## src/rtl/layer_compositor_pipe.sv

```systemverilog
// layer_compositor_pipe
// Two-stage pipelined N-layer pixel compositor. The highest-index opaque
// layer wins; bg_color_i fills the pixel when no layer is opaque.
// Stage 1 registers the layer pixels and per-layer opacity, and stage 2
// registers the priority-encoded result. Flow control uses a combinational
// valid/ready chain. sof/eol tags travel alongside the pixel.
// Optional feature macro: COMPOSER_COLORKEY_EN. When it is defined, the
// key_color_i port sets the transparency key. When it is not defined, the key
// is black.
module layer_compositor_pipe #(
    parameter  int N  = 3,
    parameter  int CW = 8,
    localparam int PW = 3 * CW,
    localparam int LW = $clog2(N + 1)
) (
    input  logic                  clk_i,
    input  logic                  rst_ni,
    input  logic                  in_valid_i,
    output logic                  in_ready_o,
    input  logic [N-1:0][PW-1:0]  rgb_i,
    input  logic [N-1:0]          layer_en_i,
    input  logic                  sof_i,
    input  logic                  eol_i,
    input  logic [PW-1:0]         bg_color_i,
`ifdef COMPOSER_COLORKEY_EN
    input  logic [PW-1:0]         key_color_i,
`endif
    output logic                  out_valid_o,
    input  logic                  out_ready_i,
    output logic [PW-1:0]         rgb_o,
    output logic [LW-1:0]         layer_o,
    output logic                  sof_o,
    output logic                  eol_o
);

    // Flow control
    logic adv1_s;
    logic adv2_s;
    logic load_s1_s;
    logic load_s2_s;

    // Transparency key and per-layer opacity of the incoming pixel set
    logic [PW-1:0] key_s;
    logic [N-1:0]  opaque_s;

    // Stage 1 state
    logic                 s1_valid_d, s1_valid_q;
    logic [N-1:0][PW-1:0] s1_rgb_d,   s1_rgb_q;
    logic [N-1:0]         s1_opaque_d, s1_opaque_q;
    logic                 s1_sof_d,   s1_sof_q;
    logic                 s1_eol_d,   s1_eol_q;

    // Priority-encoder result on the stage 1 contents
    logic [PW-1:0] win_rgb_s;
    logic [LW-1:0] win_layer_s;

    // Stage 2 state (drives the outputs directly)
    logic          s2_valid_d, s2_valid_q;
    logic [PW-1:0] s2_rgb_d,   s2_rgb_q;
    logic [LW-1:0] s2_layer_d, s2_layer_q;
    logic          s2_sof_d,   s2_sof_q;
    logic          s2_eol_d,   s2_eol_q;

`ifdef COMPOSER_COLORKEY_EN
    assign key_s = key_color_i;
`else
    assign key_s = {PW{1'b0}};
`endif

    // Ready chain: a stage can advance when it is empty or when the stage after it drains
    always_comb begin
        adv2_s    = ~s2_valid_q | out_ready_i;
        adv1_s    = ~s1_valid_q | adv2_s;
        load_s1_s = adv1_s & in_valid_i;
        load_s2_s = adv2_s & s1_valid_q;
    end

    assign in_ready_o = adv1_s;

    // A layer is opaque when it is enabled and its pixel differs from the key
    always_comb begin
        opaque_s = {N{1'b0}};
        for (int k = 0; k < N; k++) begin
            opaque_s[k] = layer_en_i[k] & (rgb_i[k] != key_s);
        end
    end

    // Stage 1 next state: capture the input set on transfer, and drop to a bubble when idle
    always_comb begin
        s1_valid_d  = s1_valid_q;
        s1_rgb_d    = s1_rgb_q;
        s1_opaque_d = s1_opaque_q;
        s1_sof_d    = s1_sof_q;
        s1_eol_d    = s1_eol_q;
        if (adv1_s) begin
            s1_valid_d = in_valid_i;
        end else begin
            s1_valid_d = s1_valid_q;
        end
        if (load_s1_s) begin
            s1_rgb_d    = rgb_i;
            s1_opaque_d = opaque_s;
            s1_sof_d    = sof_i;
            s1_eol_d    = eol_i;
        end else begin
            s1_rgb_d    = s1_rgb_q;
            s1_opaque_d = s1_opaque_q;
            s1_sof_d    = s1_sof_q;
            s1_eol_d    = s1_eol_q;
        end
    end

    // Priority select: scanning upward lets a higher opaque layer override a lower one
    always_comb begin
        win_rgb_s   = bg_color_i;
        win_layer_s = LW'(N);
        for (int k = 0; k < N; k++) begin
            win_rgb_s   = s1_opaque_q[k] ? s1_rgb_q[k] : win_rgb_s;
            win_layer_s = s1_opaque_q[k] ? LW'(k)      : win_layer_s;
        end
    end

    // Stage 2 next state: take the composed pixel when it can advance, and clear on a bubble
    always_comb begin
        s2_valid_d = s2_valid_q;
        s2_rgb_d   = s2_rgb_q;
        s2_layer_d = s2_layer_q;
        s2_sof_d   = s2_sof_q;
        s2_eol_d   = s2_eol_q;
        if (adv2_s) begin
            s2_valid_d = s1_valid_q;
        end else begin
            s2_valid_d = s2_valid_q;
        end
        if (load_s2_s) begin
            s2_rgb_d   = win_rgb_s;
            s2_layer_d = win_layer_s;
            s2_sof_d   = s1_sof_q;
            s2_eol_d   = s1_eol_q;
        end else begin
            s2_rgb_d   = s2_rgb_q;
            s2_layer_d = s2_layer_q;
            s2_sof_d   = s2_sof_q;
            s2_eol_d   = s2_eol_q;
        end
    end

    // Pipeline registers: reset discards any in-flight pixels
    always_ff @(posedge clk_i or negedge rst_ni) begin
        if (!rst_ni) begin
            s1_valid_q  <= 1'b0;
            s1_rgb_q    <= {(N*PW){1'b0}};
            s1_opaque_q <= {N{1'b0}};
            s1_sof_q    <= 1'b0;
            s1_eol_q    <= 1'b0;
            s2_valid_q  <= 1'b0;
            s2_rgb_q    <= {PW{1'b0}};
            s2_layer_q  <= {LW{1'b0}};
            s2_sof_q    <= 1'b0;
            s2_eol_q    <= 1'b0;
        end else begin
            s1_valid_q  <= s1_valid_d;
            s1_rgb_q    <= s1_rgb_d;
            s1_opaque_q <= s1_opaque_d;
            s1_sof_q    <= s1_sof_d;
            s1_eol_q    <= s1_eol_d;
            s2_valid_q  <= s2_valid_d;
            s2_rgb_q    <= s2_rgb_d;
            s2_layer_q  <= s2_layer_d;
            s2_sof_q    <= s2_sof_d;
            s2_eol_q    <= s2_eol_d;
        end
    end

    assign out_valid_o = s2_valid_q;
    assign rgb_o       = s2_rgb_q;
    assign layer_o     = s2_layer_q;
    assign sof_o       = s2_sof_q;
    assign eol_o       = s2_eol_q;

endmodule

```

## config.mk

```make
export PLATFORM = sky130hd
export DESIGN_NAME = layer_compositor_pipe
export DESIGN_NICKNAME = d
export VERILOG_FILES = /design/src/rtl/layer_compositor_pipe.sv
export SDC_FILE = /design/constraint.sdc
export NUM_CORES = 1
export LEC_CHECK = 0
export CAP_MARGIN = 20
export CORE_UTILIZATION = 40
export CTS_CLUSTER_SIZE = 8
export DETAILED_ROUTE_END_ITERATION = 8
export GPL_TIMING_DRIVEN = 1
export PLACE_DENSITY = 0.68
export SYNTH_ARGS = -nofsm -noshare
export SYNTH_HDL_FRONTEND = slang
export SYNTH_SLANG_ARGS = --single-unit
```

## constraint.sdc

```tcl
create_clock -name clk_i -period 1.55 [get_ports clk_i]
set_clock_uncertainty 0.2 [all_clocks]
set_input_delay 0.465 -clock clk_i [delete_from_list [all_inputs] [get_ports clk_i]]
set_output_delay 0.465 -clock clk_i [all_outputs]
set_load 0.03 [all_outputs]
```

# After elaboration in Yosys (flattened, before gate mapping)
# Index checks and enable logic that the tools add are counted.
# totals
register_bits,107
wordCells,30
output_inout_bits,30
inputBits,105
# classes
muxes,6
bitwise,9
reduce_logical,3
# ops
op,n
two-way mux 24 bit,3
nonzero test 24 bit,3
two-way mux 2 bit,3
AND 1 bit,5
NOT 1 bit,2
OR 1 bit,2

# Logic depth before layout (Yosys ltp)
# Gate-level depths: netlist of run 1.
# depth
ltp_word,4
ltp_mapped,6

# Worst setup path before layout of run 1
# OpenSTA, ideal clock, no wires.
# synth_path
path_type,reg-to-reg
start,register s2_valid_q (netlist: out_valid_o)
end,register s1_rgb_q[1] in the netlist's numbering
path_stages_with_launch,5
t_arrival_ps,1420
setup_slack_ps,-198
required_ps,1223
setup_ps,127
path_buffers,1
cell_sequence,dfrtp_1 -> nand3b_4 -> nand2_4 -> buf_4 -> mux2_1
# synth_via
elab_chain_len,4
# synth_lines
item,line,text
from (decl),58,"logic s2_valid_d, s2_valid_q;"
from (signal assigned),167,s2_valid_q <= s2_valid_d;
NOT 1 bit,72,adv2_s = ~s2_valid_q | out_ready_i;
OR 1 bit,72,
OR 1 bit,73,adv1_s = ~s1_valid_q | adv2_s;
via in_ready_o,19,"output logic in_ready_o,"
AND 1 bit,74,load_s1_s = adv1_s & in_valid_i;
to (signal assigned),152,s1_rgb_q <= {(N*PW){1'b0}};
to (signal assigned),163,s1_rgb_q <= s1_rgb_d;
to (decl),48,"logic [N-1:0][PW-1:0] s1_rgb_d, s1_rgb_q;"
# The timed path passes the listed nets, and every way through them passes these cells.
# A chain may end at the register's enable or synchronous reset.

# Worst setup path after layout of run 1
# layout_path
start,register s1_valid_q
end,output in_ready_o
# layout_via
elab_chain_len,2
# layout_lines
item,line,text
from (decl),47,"logic s1_valid_d, s1_valid_q;"
from (signal assigned),162,s1_valid_q <= s1_valid_d;
NOT 1 bit,73,
OR 1 bit,73,
to (decl),19,
# Every way passes these cells.

==> impl_metrics.env, run 1 <==
export IMPL_initial_utilization=0.4103
export IMPL_synth_nets=503
export IMPL_worstHoldPathType="in -> reg"
export IMPL_path_clk_slew_ns=0.07
export IMPL_synth_largest_area_cell="dfrtp_1"
export IMPL_ir_drop_mv=0.6420
export IMPL_dr_pass1_iters=5
export IMPL_crit_path_start_kind="flop"
export IMPL_power_total_uw=9038
export IMPL_grt_pass1_wl_um=21440
export IMPL_dp_cells=694
export IMPL_grt_pass1_vias=4010
export IMPL_setup_worst_path_start="s1_valid_q$_DFFE_PN0P_"
export IMPL_finalCritPeriodShare=1.127
export IMPL_final_core_util=0.6629
export IMPL_rows=40
export IMPL_syn_to_final_growth_pct=61.56
export IMPL_relSlewSlack=0.7251
export IMPL_reg2reg_from="s1_valid_q$_DFFE_PN0P_"
export IMPL_met3_usage=0.04660
export IMPL_ioPinCount=135
export IMPL_tightest_slew_ns=0.4124
export IMPL_dieArea_um2=12770
export IMPL_seqPwrFrac=0.402
export IMPL_yosysWarnings=0
export IMPL_dpl_instance_area_um2=6631
export IMPL_cts_htree_levels=3
export IMPL_grt_use_met1=0.3066
export IMPL_violations="setup timing"
export IMPL_cts_tree="built"
export IMPL_nFillCells=892
export IMPL_required_ns=0.88
export IMPL_via_per_inst=5.206
export IMPL_synthTopCellsByArea="dfrtp_1, mux2_2, mux2i_1, a21oi_1, mux2_1"
export IMPL_place_ws_ns=-0.6484
export IMPL_finalMaxSlewViolations=0
export IMPL_drcViolationCount=0
export IMPL_outcome="finished with violations"
export IMPL_hold_violations=0
export IMPL_drt_iter0_markers=195
export IMPL_antenna_found_initial=0
export IMPL_finalNetCount=705
export IMPL_powerDensity_nw_per_um2=1135
export IMPL_setup_slack_ns=-0.1965
export IMPL_wirelength_um=14590
export IMPL_cp_endpoint="in_ready_o"
export IMPL_drive_gt1_frac=0.4099
export IMPL_synth_mux_area_fraction=0.2734
export IMPL_place_port_buffers=134
export IMPL_vias=3915
export IMPL_hpwlAfterDp_um=9430
export IMPL_power_share_clock=0.240
export IMPL_clk_latency_ns=0.34
export IMPL_worstPathArrival_ns=1.08
export IMPL_endpoint_kind="output port"
export IMPL_dieHeight_um=113
export IMPL_synth_simple_area_share=0.08149
export IMPL_synth_compound_area_frac=0.05687
export IMPL_rr_worst_depth=5
export IMPL_worst_setup_path_type="reg -> out"
export IMPL_synth_seq_cells=107
export IMPL_num_antenna_cells=0
export IMPL_fp_dieW_um=113
export IMPL_seq_area_frac_synth=0.5433
export IMPL_synth_fa_ha_area_frac=0
export IMPL_syn_avg_cell_area_um2=12.38
export IMPL_rsz0062_at_grt="true"
export IMPL_postRouteAntennaNets=0
export IMPL_synth_top_family_by_area="multiplexers"
export IMPL_post_route_min_period_ns=1.747
export IMPL_final_cells=752
export IMPL_cts_root_buf="clkbuf_16"
export IMPL_max_freq_mhz=572.6
export IMPL_grt_ovfl_total=0
export IMPL_final_cell_area_um2=7963
export IMPL_p_leak_uw=0.003533
export IMPL_cap_violations=0
export IMPL_p_int_uw=6216
export IMPL_synth_distinct_cells=22
export IMPL_syn_cell_area_um2=4928
export IMPL_track_usage=0.2218
export IMPL_met2_usage=0.3562
export IMPL_swShare=0.3123
export IMPL_switching_power_uw=2822
export IMPL_synth_xor_area_share=0
export IMPL_reg2reg_setup_slack_ns=-0.17
export IMPL_path_max_fanout=2
export IMPL_setup_viol=102
export IMPL_synth_cells=398
export IMPL_design_core_area_um2=12010
export IMPL_clockBufferDepth=2
export IMPL_r2r_end="s1_rgb_q[60]$_DFFE_PN0P_"
export IMPL_wl_per_cell_um=19.41
export IMPL_pwr_share_comb=0.358
export IMPL_grt_start_max_net_pins=51
export IMPL_gr_max_usage_layer="met2"
export IMPL_gp_congestion=0.7919
export IMPL_yosysTopAreaCellShare=0.5433
export IMPL_cts_sinks=107
export IMPL_numCtsBuffers=9
-- how the worst min path moves through the flow --
stage / slack [ns] / cells past startpoint / startpoint / to
6_report: 0.23 / 2 / rgb_i[16] / s1_rgb_q[16]$_DFFE_PN0P_
5_1_grt: 0.23 / 2 / rgb_i[16] / s1_rgb_q[16]$_DFFE_PN0P_
4_1_cts: 0.30 / 3 / out_ready_i / out_valid_o$_DFFE_PN0P_
3_5_place_dp: 0.18 / 1 / rst_ni / rgb_o[6]$_DFFE_PN0P_
3_3_place_gp: 0.18 / 1 / rst_ni / rgb_o[7]$_DFFE_PN0P_
2_1_floorplan: -0.03 / 0 / rst_ni / eol_o$_DFFE_PN0P_
-- layout by cell type, fill, tap and decap left out, types with 3 or more instances in the layout --
cell type	n
a21oi_1	25
nor2_1	24
dlygate4sd2_1	21
clkbuf_16	13
buf_4	48
dlymetal6s2s_1	17
nor2_2	3
mux2_1	8
o21ai_1	17
nand4_1	3
mux2i_4	8
mux2i_1	36
mux2i_2	4
clkdlybuf4s15_1	4
mux2_2	63
o21ai_2	12
mux2_4	6
dfrtp_1	105
buf_12	18
clkdlybuf4s50_1	61
buf_6	34
nor4_4	3
clkinv_2	4
nor4_2	14
nand2_1	30
-- sequential cells by signal, indices dropped and copies added (netlist names) --
register	cells
s1_valid_q	1
eol_o	1
sof_o	1
layer_o	2
s1_opaque_q	3
s1_eol_q	1
s1_rgb_q	72
out_valid_o	1
s1_sof_q	1
rgb_o	24
-- cells by family (layout without fill, tap and decap cells) --
group,Yosys count,count (layout)
DFF,107,107
and+or+nand+nor,84,86
muxes,125,125
buffers and inverters,26,231
AOI/OAI and AO/OA,56,56
-- final cells by class --
| type | count | area [um^2] | share of cell area |
|---|---|---|---|
| clock inverters | 5 | 27.53 | 0.003457 |
| multi-input cells | 267 | 2404 | 0.3019 |
| flip-flops and latches | 107 | 2680 | 0.3366 |
| inverters | 1 | 3.754 | 0.0004714 |
| repair buffers | 214 | 2411 | 0.3028 |
| clock buffers | 11 | 252.7 | 0.03174 |
| well taps | 147 | 183.9 | 0.02310 |
-- power by group through the flow --
| stage | Sequential (uW) | Combinational [uW] | Clock, uW |
|---|---|---|---|
| final | 3630 | 3230 | 2170 |
| after global routing | 3690 | 3430 | 2340 |
| after CTS | 3620 | 2910 | 2220 |
| after detailed placement | 3620 | 2500 | 0 |
| after global placement | 3600 | 2450 | 0 |
| after floorplan | 3960 | 1050 | 0 |
-- cells in the mapped netlist, drive strengths merged --
| cell | count |
|---|---|
| nand2b | 3 |
| nand3b | 1 |
| buf | 22 |
| and2 | 1 |
| nor2 | 27 |
| inv | 1 |
| nand4 | 3 |
| clkbuf | 3 |
| dfrtp | 107 |
| a21oi | 26 |
| mux2 | 77 |
| mux2i | 48 |
| nor4 | 18 |
| o21ai | 30 |
| nand2 | 31 |
-- critical path: stages (launching register included) --
cell and delay [ns]:
dfrtp_1 0.40, nand3b_4 0.10, buf_6 0.12, buf_6 0.13
-- repair_timing --
item | 4_1_cts | 5_1_grt
resized for setup | 103 | 62
pin swaps | 24 | 40
hold buffers | 1 | 0
cloned | 7 | 7
setup buffers | 14 | 15
endpoints found under the hold margin | 17 | 0
setup endpoints to repair | 134 | 132
-- per-layer routing --
layer,wire length [um],share of wire
met5,0,0
met4,309,0.021
met3,841,0.058
met2,6959,0.48
met1,6485,0.44
-- metrics by stage --
stage / hold slack (ns) / TNS [ns]
after detailed placement: 0.1847 / -52.12
after CTS: 0.2977 / -7.949
after floorplan: -0.03059 / -5.782
after global placement: 0.1795 / -49.13
final: 0.2261 / -8.798
after global routing: 0.2291 / -13.85
Power figures use the tool's default switching activity.
==> inputs of run 2 (changes only) <==
--- a/config.mk
+++ b/config.mk
@@ -5,6 +5,7 @@
 export SDC_FILE = /design/constraint.sdc
 export NUM_CORES = 1
 export LEC_CHECK = 0
+export ABC_CLOCK_PERIOD_IN_PS = 1550
 export CAP_MARGIN = 20
 export CORE_UTILIZATION = 40
 export CTS_CLUSTER_SIZE = 8
==> results of run 2 <==
Final layout, timing and power as in run 1 (identical DEF).
